### src/rtl/nes_joypad_pkg.sv
// Shared constants for the NES joypad port: button bit positions
// in the 4021 shift order and the read-count saturation value.
package nes_joypad_pkg;

  localparam int BTN_A      = 0;
  localparam int BTN_B      = 1;
  localparam int BTN_SELECT = 2;
  localparam int BTN_START  = 3;
  localparam int BTN_UP     = 4;
  localparam int BTN_DOWN   = 5;
  localparam int BTN_LEFT   = 6;
  localparam int BTN_RIGHT  = 7;

  localparam int READS_PER_FRAME = 8;
  localparam int COUNT_W         = 4;

  localparam logic [COUNT_W-1:0] READ_SAT = COUNT_W'(READS_PER_FRAME);

endpackage

### src/rtl/nes_joypad_port_if.sv
// CPU-side bus of one joypad port: strobe level and read pulse from the
// CPU, serial data bit and read counter back to it.
interface nes_joypad_port_if;
  import nes_joypad_pkg::*;

  logic               strobe_in;
  logic               read_pulse;
  logic               data_out;
  logic [COUNT_W-1:0] read_count;

  modport master (
    output strobe_in,
    output read_pulse,
    input  data_out,
    input  read_count
  );

  modport slave (
    input  strobe_in,
    input  read_pulse,
    output data_out,
    output read_count
  );

endinterface

### src/rtl/joypad_turbo_gen.sv
// Free-running turbo divider. turbo_phase flips once every
// 2^TURBO_DIV_BITS clocks and starts high so turbo buttons initially pass.
module joypad_turbo_gen #(
  parameter int TURBO_DIV_BITS = 19
) (
  input  logic clk,
  input  logic rst_n,
  output logic turbo_phase
);

  logic [TURBO_DIV_BITS-1:0] div_count;

  // Divider counts every clock; the phase toggles on the all-ones count.
  always_ff @(posedge clk or negedge rst_n) begin
    if (!rst_n) begin
      div_count   <= '0;
      turbo_phase <= 1'b1;
    end else begin
      div_count <= div_count + 1'b1;
      if (&div_count) begin
        turbo_phase <= ~turbo_phase;
      end
    end
  end

endmodule

### src/rtl/nes_joypad_port.sv
// One emulated NES controller: applies turbo on A/B and optional
// opposite-direction masking, then serialises the result 4021-style.
module nes_joypad_port
  import nes_joypad_pkg::*;
#(
  parameter int TURBO_DIV_BITS = 19,
  parameter bit DPAD_MASK      = 1'b1
) (
  input  logic                     clk,
  input  logic                     rst_n,
  input  logic [7:0]               buttons_in,
  input  logic [1:0]               turbo_en,
  nes_joypad_port_if.slave         bus
);

  logic               turbo_phase;
  logic [7:0]         eff;
  logic [7:0]         shift_reg;
  logic [COUNT_W-1:0] count;

  joypad_turbo_gen #(
    .TURBO_DIV_BITS(TURBO_DIV_BITS)
  ) u_turbo (
    .clk        (clk),
    .rst_n      (rst_n),
    .turbo_phase(turbo_phase)
  );

  // Effective button vector: turbo gating on A/B, then D-pad masking.
  always_comb begin
    eff         = buttons_in;
    eff[BTN_A]  = buttons_in[BTN_A] & (~turbo_en[0] | turbo_phase);
    eff[BTN_B]  = buttons_in[BTN_B] & (~turbo_en[1] | turbo_phase);
    if (DPAD_MASK) begin
      if (buttons_in[BTN_UP] && buttons_in[BTN_DOWN]) begin
        eff[BTN_UP]   = 1'b0;
        eff[BTN_DOWN] = 1'b0;
      end
      if (buttons_in[BTN_LEFT] && buttons_in[BTN_RIGHT]) begin
        eff[BTN_LEFT]  = 1'b0;
        eff[BTN_RIGHT] = 1'b0;
      end
    end
  end

  // Strobe high reloads the snapshot every clock; otherwise each read shifts
  // right with 1s filling in, so reads past the eighth return 1.
  always_ff @(posedge clk or negedge rst_n) begin
    if (!rst_n) begin
      shift_reg <= 8'h00;
      count     <= '0;
    end else if (bus.strobe_in) begin
      shift_reg <= eff;
      count     <= '0;
    end else if (bus.read_pulse) begin
      shift_reg <= {1'b1, shift_reg[7:1]};
      if (count != READ_SAT) begin
        count <= count + 1'b1;
      end
    end
  end

  assign bus.data_out   = shift_reg[0];
  assign bus.read_count = count;

endmodule

### src/flat_wrapper.sv
// flat-port wrapper written by rule: the top's interface ports become plain ports
module nes_joypad_port_flat import nes_joypad_pkg::*;
#(
  parameter int TURBO_DIV_BITS = 19,
  parameter bit DPAD_MASK      = 1'b1
)
  (clk, rst_n, buttons_in, turbo_en, bus_strobe_in, bus_read_pulse, bus_data_out, bus_read_count);
  nes_joypad_port_if bus_i ();
  input  logic clk;
  input  logic rst_n;
  input  logic [7:0] buttons_in;
  input  logic [1:0] turbo_en;
  input wire logic [$bits(bus_i.strobe_in)-1:0] bus_strobe_in;
  input wire logic [$bits(bus_i.read_pulse)-1:0] bus_read_pulse;
  output wire logic [$bits(bus_i.data_out)-1:0] bus_data_out;
  output wire logic [$bits(bus_i.read_count)-1:0] bus_read_count;
  assign bus_i.strobe_in = bus_strobe_in;
  assign bus_i.read_pulse = bus_read_pulse;
  assign bus_data_out = bus_i.data_out;
  assign bus_read_count = bus_i.read_count;
  nes_joypad_port #(.TURBO_DIV_BITS(TURBO_DIV_BITS), .DPAD_MASK(DPAD_MASK)) u_core (.clk(clk), .rst_n(rst_n), .buttons_in(buttons_in), .turbo_en(turbo_en), .bus(bus_i));
endmodule
### config.mk
export PLATFORM = sky130hd
export DESIGN_NAME = nes_joypad_port_flat
export DESIGN_NICKNAME = d
export VERILOG_FILES = /design/src/rtl/nes_joypad_pkg.sv /design/src/rtl/nes_joypad_port_if.sv /design/src/rtl/joypad_turbo_gen.sv /design/src/rtl/nes_joypad_port.sv /design/src/flat_wrapper.sv
export SDC_FILE = /design/constraint.sdc
export NUM_CORES = 1
export LEC_CHECK = 0
export BUFFER_PORTS_ARGS = -buffer_cell sky130_fd_sc_hd__buf_2
export CAP_MARGIN = 40
export CORE_MARGIN = 1.5
export CORE_UTILIZATION = 55
export CTS_CLUSTER_DIAMETER = 80
export CTS_CLUSTER_SIZE = 16
export DETAILED_ROUTE_END_ITERATION = 8
export GPL_TIMING_DRIVEN = 0
export PLACE_DENSITY_LB_ADDON = 0.05
export SLEW_MARGIN = 40
export SYNTH_ARGS = -nofsm -noshare
export SYNTH_HDL_FRONTEND = slang
export SYNTH_SLANG_ARGS = --single-unit
### constraint.sdc
create_clock -name clk -period 2.1 [get_ports clk]
set_clock_uncertainty 0.1 [all_clocks]
set_input_delay 0 -clock clk [delete_from_list [all_inputs] [get_ports clk]]
set_output_delay 0 -clock clk [all_outputs]
set_load 0.005 [all_outputs]
==> results of run 1 <==
[cells by family after synthesis]
kind of cell | count (synthesis) | share of synthesized area [%]
xor+xnor | 20 | 12.1
buf+inv | 10 | 2.68
simple gates | 44 | 17.7
compound gates | 14 | 5.36
fa+ha+maj | 3 | 2.59
mux | 6 | 4.15
flops | 32 | 55.4
[report_power, final]
part | internal, mW | leakage, nW | switching [mW]
logic | 0.0665 | 0.459 | 0.0536
clock network | 0.316 | 0.0515 | 0.200
registers | 0.635 | 0.415 | 0.0130
total | 1.02 | 0.926 | 0.266
[per-stage QoR]
stage | instance area [µm²] | power, mW
final | 1870 | 1.28
after global routing | 1870 | 1.34
after CTS | 1880 | 1.30
after detailed placement | 1570 | 0.742
after global placement | 1570 | 0.736
after floorplan | 1450 | 0.700
[routing by layer]
metal  GRT usage, %  wire length [µm]
met5              0                 0
met4           7.08                36
met3           8.20               106
met2           40.0              1370
met1           23.4              1170
[how the worst max path moves through the flow]
| stage | endpoint | slack (ns) | cells past startpoint |
|---|---|---|---|
| 2_1_floorplan | u_core.u_turbo.div_count[14] | 0.65 | 5 |
| 3_3_place_gp | u_core.u_turbo.div_count[14] | 0.52 | 5 |
| 3_5_place_dp | u_core.u_turbo.div_count[14] | 0.48 | 5 |
| 4_1_cts | u_core.shift_reg[2] | 0.12 | 6 |
| 5_1_grt | u_core.shift_reg[2] | 0.05 | 5 |
| 6_report | u_core.shift_reg[2] | 0.10 | 5 |
[repair_timing]
action | CTS | global route
hold endpoints to repair | 43 | 0
hold buffers | 21 | 0
setup endpoints to repair | 0 | 1
[Yosys cell counts]
library cell	instances	area share, %
a21oi_1	3	1.0
a211oi_1	2	1.0
nor2_1	9	2.3
nor4_4	1	1.5
buf_2	1	0.35
xnor2_1	13	7.9
and3_1	2	0.86
nor3_4	1	1.1
o22ai_1	2	0.86
dfstp_2	1	1.8
dfrtp_1	31	54
nand3_1	7	2.4
and4_1	1	0.61
nand4_2	1	0.86
xor2_1	7	4.2
mux2i_1	6	4.1
ha_1	3	2.6
nand2_1	11	2.9
nor3b_1	1	0.52
nor3_1	1	0.35
nor4_1	1	0.43
inv_1	7	1.8
nand3_2	1	0.69
o21ai_0	7	2.4
clkbuf_1	2	0.52
nand4_1	3	1.3
nor2b_1	2	0.86
nand3b_1	2	1.0
[worst max-delay path: cells and delay by family]
kind            cells  cell delay [ns]
buf+inv             3             1.95
simple gates        1             0.11
compound gates      1             0.09
[area by class of cell]
| class | instances | area [µm²] |
|---|---|---|
| Fill cell | 182 | 606 |
| Clock buffer | 7 | 65.1 |
| Clock inverter | 1 | 30.0 |
| Buffer | 2 | 8.76 |
| Multi-Input combinational cell | 87 | 607 |
| Timing Repair Buffer | 38 | 295 |
| Sequential cell | 32 | 802 |
| Inverter | 7 | 26.3 |
| Tap cell | 30 | 37.5 |
[placed cells by master (no fill, tap or decap)]
| cell type | netlist | layout |
|---|---|---|
| nor4_4 | 1 | 1 |
| nand3b_1 | 2 | 2 |
| nor4_1 | 1 | 1 |
| ha_1 | 3 | 3 |
| a211oi_1 | 2 | 2 |
| nand2_1 | 11 | 11 |
| o22ai_1 | 2 | 2 |
| and3_1 | 2 | 2 |
| nor3_4 | 1 | 1 |
| bufinv_16 | 0 | 1 |
| nor3b_1 | 1 | 1 |
| dlygate4sd3_1 | 0 | 21 |
| a21oi_1 | 3 | 3 |
| nor3_1 | 1 | 1 |
| clkbuf_8 | 0 | 2 |
| nor2_1 | 9 | 9 |
| nor2b_1 | 2 | 2 |
| dfstp_2 | 1 | 1 |
| clkbuf_1 | 2 | 1 |
| inv_1 | 7 | 7 |
| nand3_2 | 1 | 1 |
| clkbuf_4 | 0 | 5 |
| and4_1 | 1 | 1 |
| mux2i_1 | 6 | 6 |
| buf_2 | 1 | 18 |
| dfrtp_1 | 31 | 31 |
| nand3_1 | 7 | 7 |
| xnor2_1 | 13 | 13 |
| xor2_1 | 7 | 7 |
| nand4_2 | 1 | 1 |
| o21ai_0 | 7 | 7 |
| nand4_1 | 3 | 3 |
==> results.yml, run 1 <==
global_routing:
  antenna_found_initial: 0
  overflow: 0
  grt_pass1_vias: 1086
  grt_pass1_wl_um: 4430
  grt_use_total_pct: 22.0
  grt_max_degree: 33
place:
  dp_cells: 176
  gp_congestion: 0.757
  port_buffers: 17
  dp_hpwl_um: 1780
  dp_slack_ns: 0.479
cts:
  cts_buffer_depth: 2
  cts.htree.levels: 2
  cts-root-buf: "clkbuf_4"
  clock_latency_ns: 0.32
  cts_tree: "built"
  clk_transition_reported_paths_ns: 0.10
  clock_sinks: 32
  cts_resized: 0
  numCtsBuffers: 5
  postCtsSetupRepairBufs: 0
timing:
  hold_ws_ns: 0.0271
  finalSetupTns_ns: 0
  setup_violations: 0
  setup_slack_ns: 0.103
  finalCritPeriodShare_pct: 95.1
  fmax_mhz: 501
  slew_headroom_pct: 54.9
  final_hold_viol_count: 0
  rsz0062_at_grt: "no"
  slew_violations: 0
  worst_pin_slew_ns: 0.677
  post-route-min-period_ns: 2.00
synth:
  yosysSeqAreaShare_pct: 55.4
  postSynthCellCount: 129
  ys_ff_latch: 32
  netlist_area_um2: 1450
  ys_warn_count: 0
  syn_avg_cell_area_um2: 11.2
  synthDistinctLibCells: 28
  syn-num-nets: 146
detailed_routing:
  routed_wl_um: 2680
  firstDrtPassIters: 4
  drc_errors: 0
  drt_iter0_markers: 12
  drt-vias-per-instance: 5.28
  vias: 1077
  ant_nets: 0
  wire_per_inst_um: 13.1
worst_setup_path:
  timing.rr.end: "u_core.u_turbo.div_count[14]"
  crit_fanout: 10
  cp.arrival_ns: 2.16
  crit_path_start_kind: "input pin"
  max_stage_delay_ns: 0.77
  crit_chain: "dlygate4sd3_1 > nand2_1 > dlygate4sd3_1 > o21ai_0 > dlygate4sd3_1"
  crit_required_ns: 2.26
  path_class: "input pin to register"
  reg2reg_from: "u_core.u_turbo.div_count[0]"
  crit_top_cell: "dlygate4sd3_1"
  reg2reg_depth: 5
  rrSetupSlack_ns: 0.48
  cpMaxStageDelayCell: "dlygate4sd3_1"
  end_kind: "register"
  critical_path.startpoint: "bus_strobe_in"
hold_path:
  worstHoldPathType: "input pin to register"
  whs_endpoint: "u_core.shift_reg[0]"
  worstHoldStart: "bus_read_pulse"
  hold_path_depth: 4
cells_and_area:
  postLayoutCoreUtil_pct: 75.6
  antenna_cells: 0
  nets: 190
  largest_register_ff_count: 19
  drive_above_1_share_pct: 17.8
  final_cells: 204
  syn_to_final_growth_pct: 29.3
floorplan:
  dieArea_um2: 2950
  num_rows: 18
  die_w_um: 54.3
  core_um2: 2480
  die_h_um: 54.3
  start_util_pct: 58.4
  pin_count: 19
run_status:
  outcome: "complete, no violations"
power:
  peakVddDrop_mv: 0.708
  power_density_nw_per_um2: 686
  leakagePower_nw: 0.926
flow_run:
  drv_cap: 0
No activity file was read; power rests on OpenSTA's default activity.
==> run 2, diff against run 1 <==
--- a/config.mk
+++ b/config.mk
@@ -7,7 +7,7 @@
 export LEC_CHECK = 0
 export BUFFER_PORTS_ARGS = -buffer_cell sky130_fd_sc_hd__buf_2
 export CAP_MARGIN = 40
-export CORE_MARGIN = 1.5
+export CORE_MARGIN = 4
 export CORE_UTILIZATION = 55
 export CTS_CLUSTER_DIAMETER = 80
 export CTS_CLUSTER_SIZE = 16
@@ -17,4 +17,5 @@
 export SLEW_MARGIN = 40
 export SYNTH_ARGS = -nofsm -noshare
 export SYNTH_HDL_FRONTEND = slang
+export SYNTH_HIERARCHICAL = 1
 export SYNTH_SLANG_ARGS = --single-unit
==> results.yml, run 2 <==
cts:
  cts.htree.levels: 2
  cts_tree: "built"
  cts-root-buf: "clkbuf_4"
  cts_buffer_depth: 2
  numCtsBuffers: 5
  clock_sinks: 32
  clk_transition_reported_paths_ns: 0.09
  clock_latency_ns: 0.31
timing:
  worst_pin_slew_ns: 0.689
  rsz0062_at_grt: "no"
  fmax_mhz: 601
  slew_headroom_pct: 54.1
  finalCritPeriodShare_pct: 79.3
  setup_violations: 0
  slew_violations: 0
  setup_slack_ns: 0.435
  final_hold_viol_count: 0
  post-route-min-period_ns: 1.66
  finalSetupTns_ns: 0
cells_and_area:
  layout_commonest_cell: "dfrtp_1"
  nets: 189
  final_cell_mix: "dfrtp_1 (31), buf_2 (19), dlygate4sd3_1 (15)"
  final_cells: 202
  drive_above_1_share_pct: 22.1
  syn_to_final_growth_pct: 23.4
  fillers: 210
  largest_register_ff_count: 19
  antenna_cells: 0
synth:
  synth-edff-count: 0
  synth_compound_area_share_pct: 5.68
  synthArstFlopShare_pct: 100
  synth-xor-area-share_pct: 11.1
  ys_warn_count: 6
  synth-simple-area-share_pct: 19.3
  ys.flop_type: "dfrtp_1"
  syn-num-nets: 148
  synthDistinctLibCells: 34
  synth_area_leaders: "dfrtp_1 (52%), xnor2_1 (7.0%), xor2_1 (4.1%), mux2i_1 (4.0%), nand2_1 (3.0%)"
  yosysSeqAreaShare_pct: 53.6
  synth_top_area_share_pct: 51.8
  synth_mux_area_share_pct: 5.01
  synth_top_area_cell: "dfrtp_1"
  yosys-top-cells-count: "dfrtp_1 (31), nand2_1 (12), xnor2_1 (12)"
  netlist_area_um2: 1500
  synth_top_family_by_area: "simple AND/OR/NAND/NOR gates"
  ys_ff_latch: 32
  syn_avg_cell_area_um2: 11.4
  postSynthCellCount: 131
  synthAdderAreaFrac_pct: 2.51
  synth.most_common_cell: "dfrtp_1"
global_routing:
  grt_pass1_wl_um: 4670
  grt_pass1_vias: 1080
  grt_max_degree: 33
  grt_use_total_pct: 17.5
  overflow: 0
  antenna_found_initial: 0
place:
  port_buffers: 18
  dp_hpwl_um: 1860
  gp_congestion: 0.713
  dp_slack_ns: 0.425
  dp_cells: 179
detailed_routing:
  drt_iter0_markers: 13
  ant_nets: 0
  routed_wl_um: 2660
  drc_errors: 0
  vias: 1061
  firstDrtPassIters: 4
  wire_per_inst_um: 13.1
  drt-vias-per-instance: 5.25
worst_setup_path:
  rrSetupSlack_ns: 0.44
  crit_fanout: 5
  end_kind: "register"
  crit_path_start_kind: "register"
  path_class: "register to register"
  crit_required_ns: 2.21
  cp.arrival_ns: 1.77
run_status:
  outcome: "complete, no violations"
power:
  total_power_mw: 1.13
  peakVddDrop_mv: 0.639
  power_density_nw_per_um2: 614
  leakagePower_nw: 0.934
floorplan:
  die_h_um: 60.2
  num_rows: 18
  die_w_um: 60.2
  start_util_pct: 58.8
  dieArea_um2: 3620
  pin_count: 19
  core_um2: 2540
hold_path:
  worstHoldPathType: "input pin to async pin"
flow_run:
  drv_cap: 0
==> run 2: cell types whose count changed after synthesis, sizes merged <==
cell	delta
buf	+1
clkbuf	-1
mux2	+1
nand2	+1
nand2b	+2
nor2	-1
nor3b	-1
o21a	+1
o21ai	-1
or3b	+1
xnor2	-1
==> run 2: per-layer routing <==
metal,wire (µm),global-route usage (%),part of all wire (%),vias up
met5,0,0,0,-
met4,19,5.70,0.72,0
met3,89,4.54,3.4,2
met2,1350,29.8,51,17
met1,1190,21.6,45,513
li1,-,-,-,529
==> run 2: final cells by class <==
class	instances	area (µm²)	area share, %
Sequential cell	32	802	43.4
Multi-Input combinational cell	89	653	35.3
Tap cell	30	37.5	2.03
Timing Repair Buffer	34	248	13.4
Buffer	3	16.3	0.880
Clock buffer	7	65.1	3.52
Inverter	7	26.3	1.42
==> run 2: cell families after synthesis <==
group / count (synthesis)
AOI/OAI and AO/OA: 14
DFF: 32
xor gates and xnor gates: 19
buffers and inverters: 10
and+or+nand+nor: 46
muxes: 7
adders and majority gates: 3
==> run 2: path summary, 6_finish.rpt <==
check | start | cells past startpoint | endpoint
max | u_core/u_turbo/div_count[0] | 5 | u_core/u_turbo/div_count[14]
min | rst_n | 2 | u_core/bus.read_count[2]
max reg2reg | u_core/u_turbo/div_count[0] | 5 | u_core/u_turbo/div_count[14]
min reg2reg | u_core/u_turbo/div_count[0] | 1 | u_core/u_turbo/div_count[0]
max in group asynchronous | rst_n | 2 | u_core/shift_reg[4]
min in group clk | buttons_in[3] | 4 | u_core/shift_reg[3]
==> run 2: worst max-delay path: stages (launching register included) <==
cell     delay (ns)
dfrtp_1        0.40
ha_1           0.24
nand4_2        0.21
nor3_4         0.33
nand3_1        0.13
xnor2_1        0.14
==> run 2: through the flow <==
step,util (%),area [µm²],hold WS (ns)
2_1_floorplan,-,1500,-0.396
3_3_place_gp,63.9,1630,-0.0252
3_5_place_dp,63.9,1630,-0.0183
4_1_cts,72.7,1850,0.166
5_1_grt,72.6,1850,0.207
6_report,72.6,1850,0.159
==> run 2: timing repair <==
action | 4_1_cts | 5_1_grt
resized for setup | 0 | 0
buffers inserted | 0 | 1
endpoints found under the setup margin | 0 | 1
hold buffers | 16 | 0
hold endpoints to repair | 41 | 0
==> run 2: power breakdown <==
part | switching (mW) | internal [mW] | leakage, nW
clock | 0.188 | 0.190 | 0.0374
sequential | 0.0127 | 0.634 | 0.415
combinational | 0.0500 | 0.0596 | 0.482
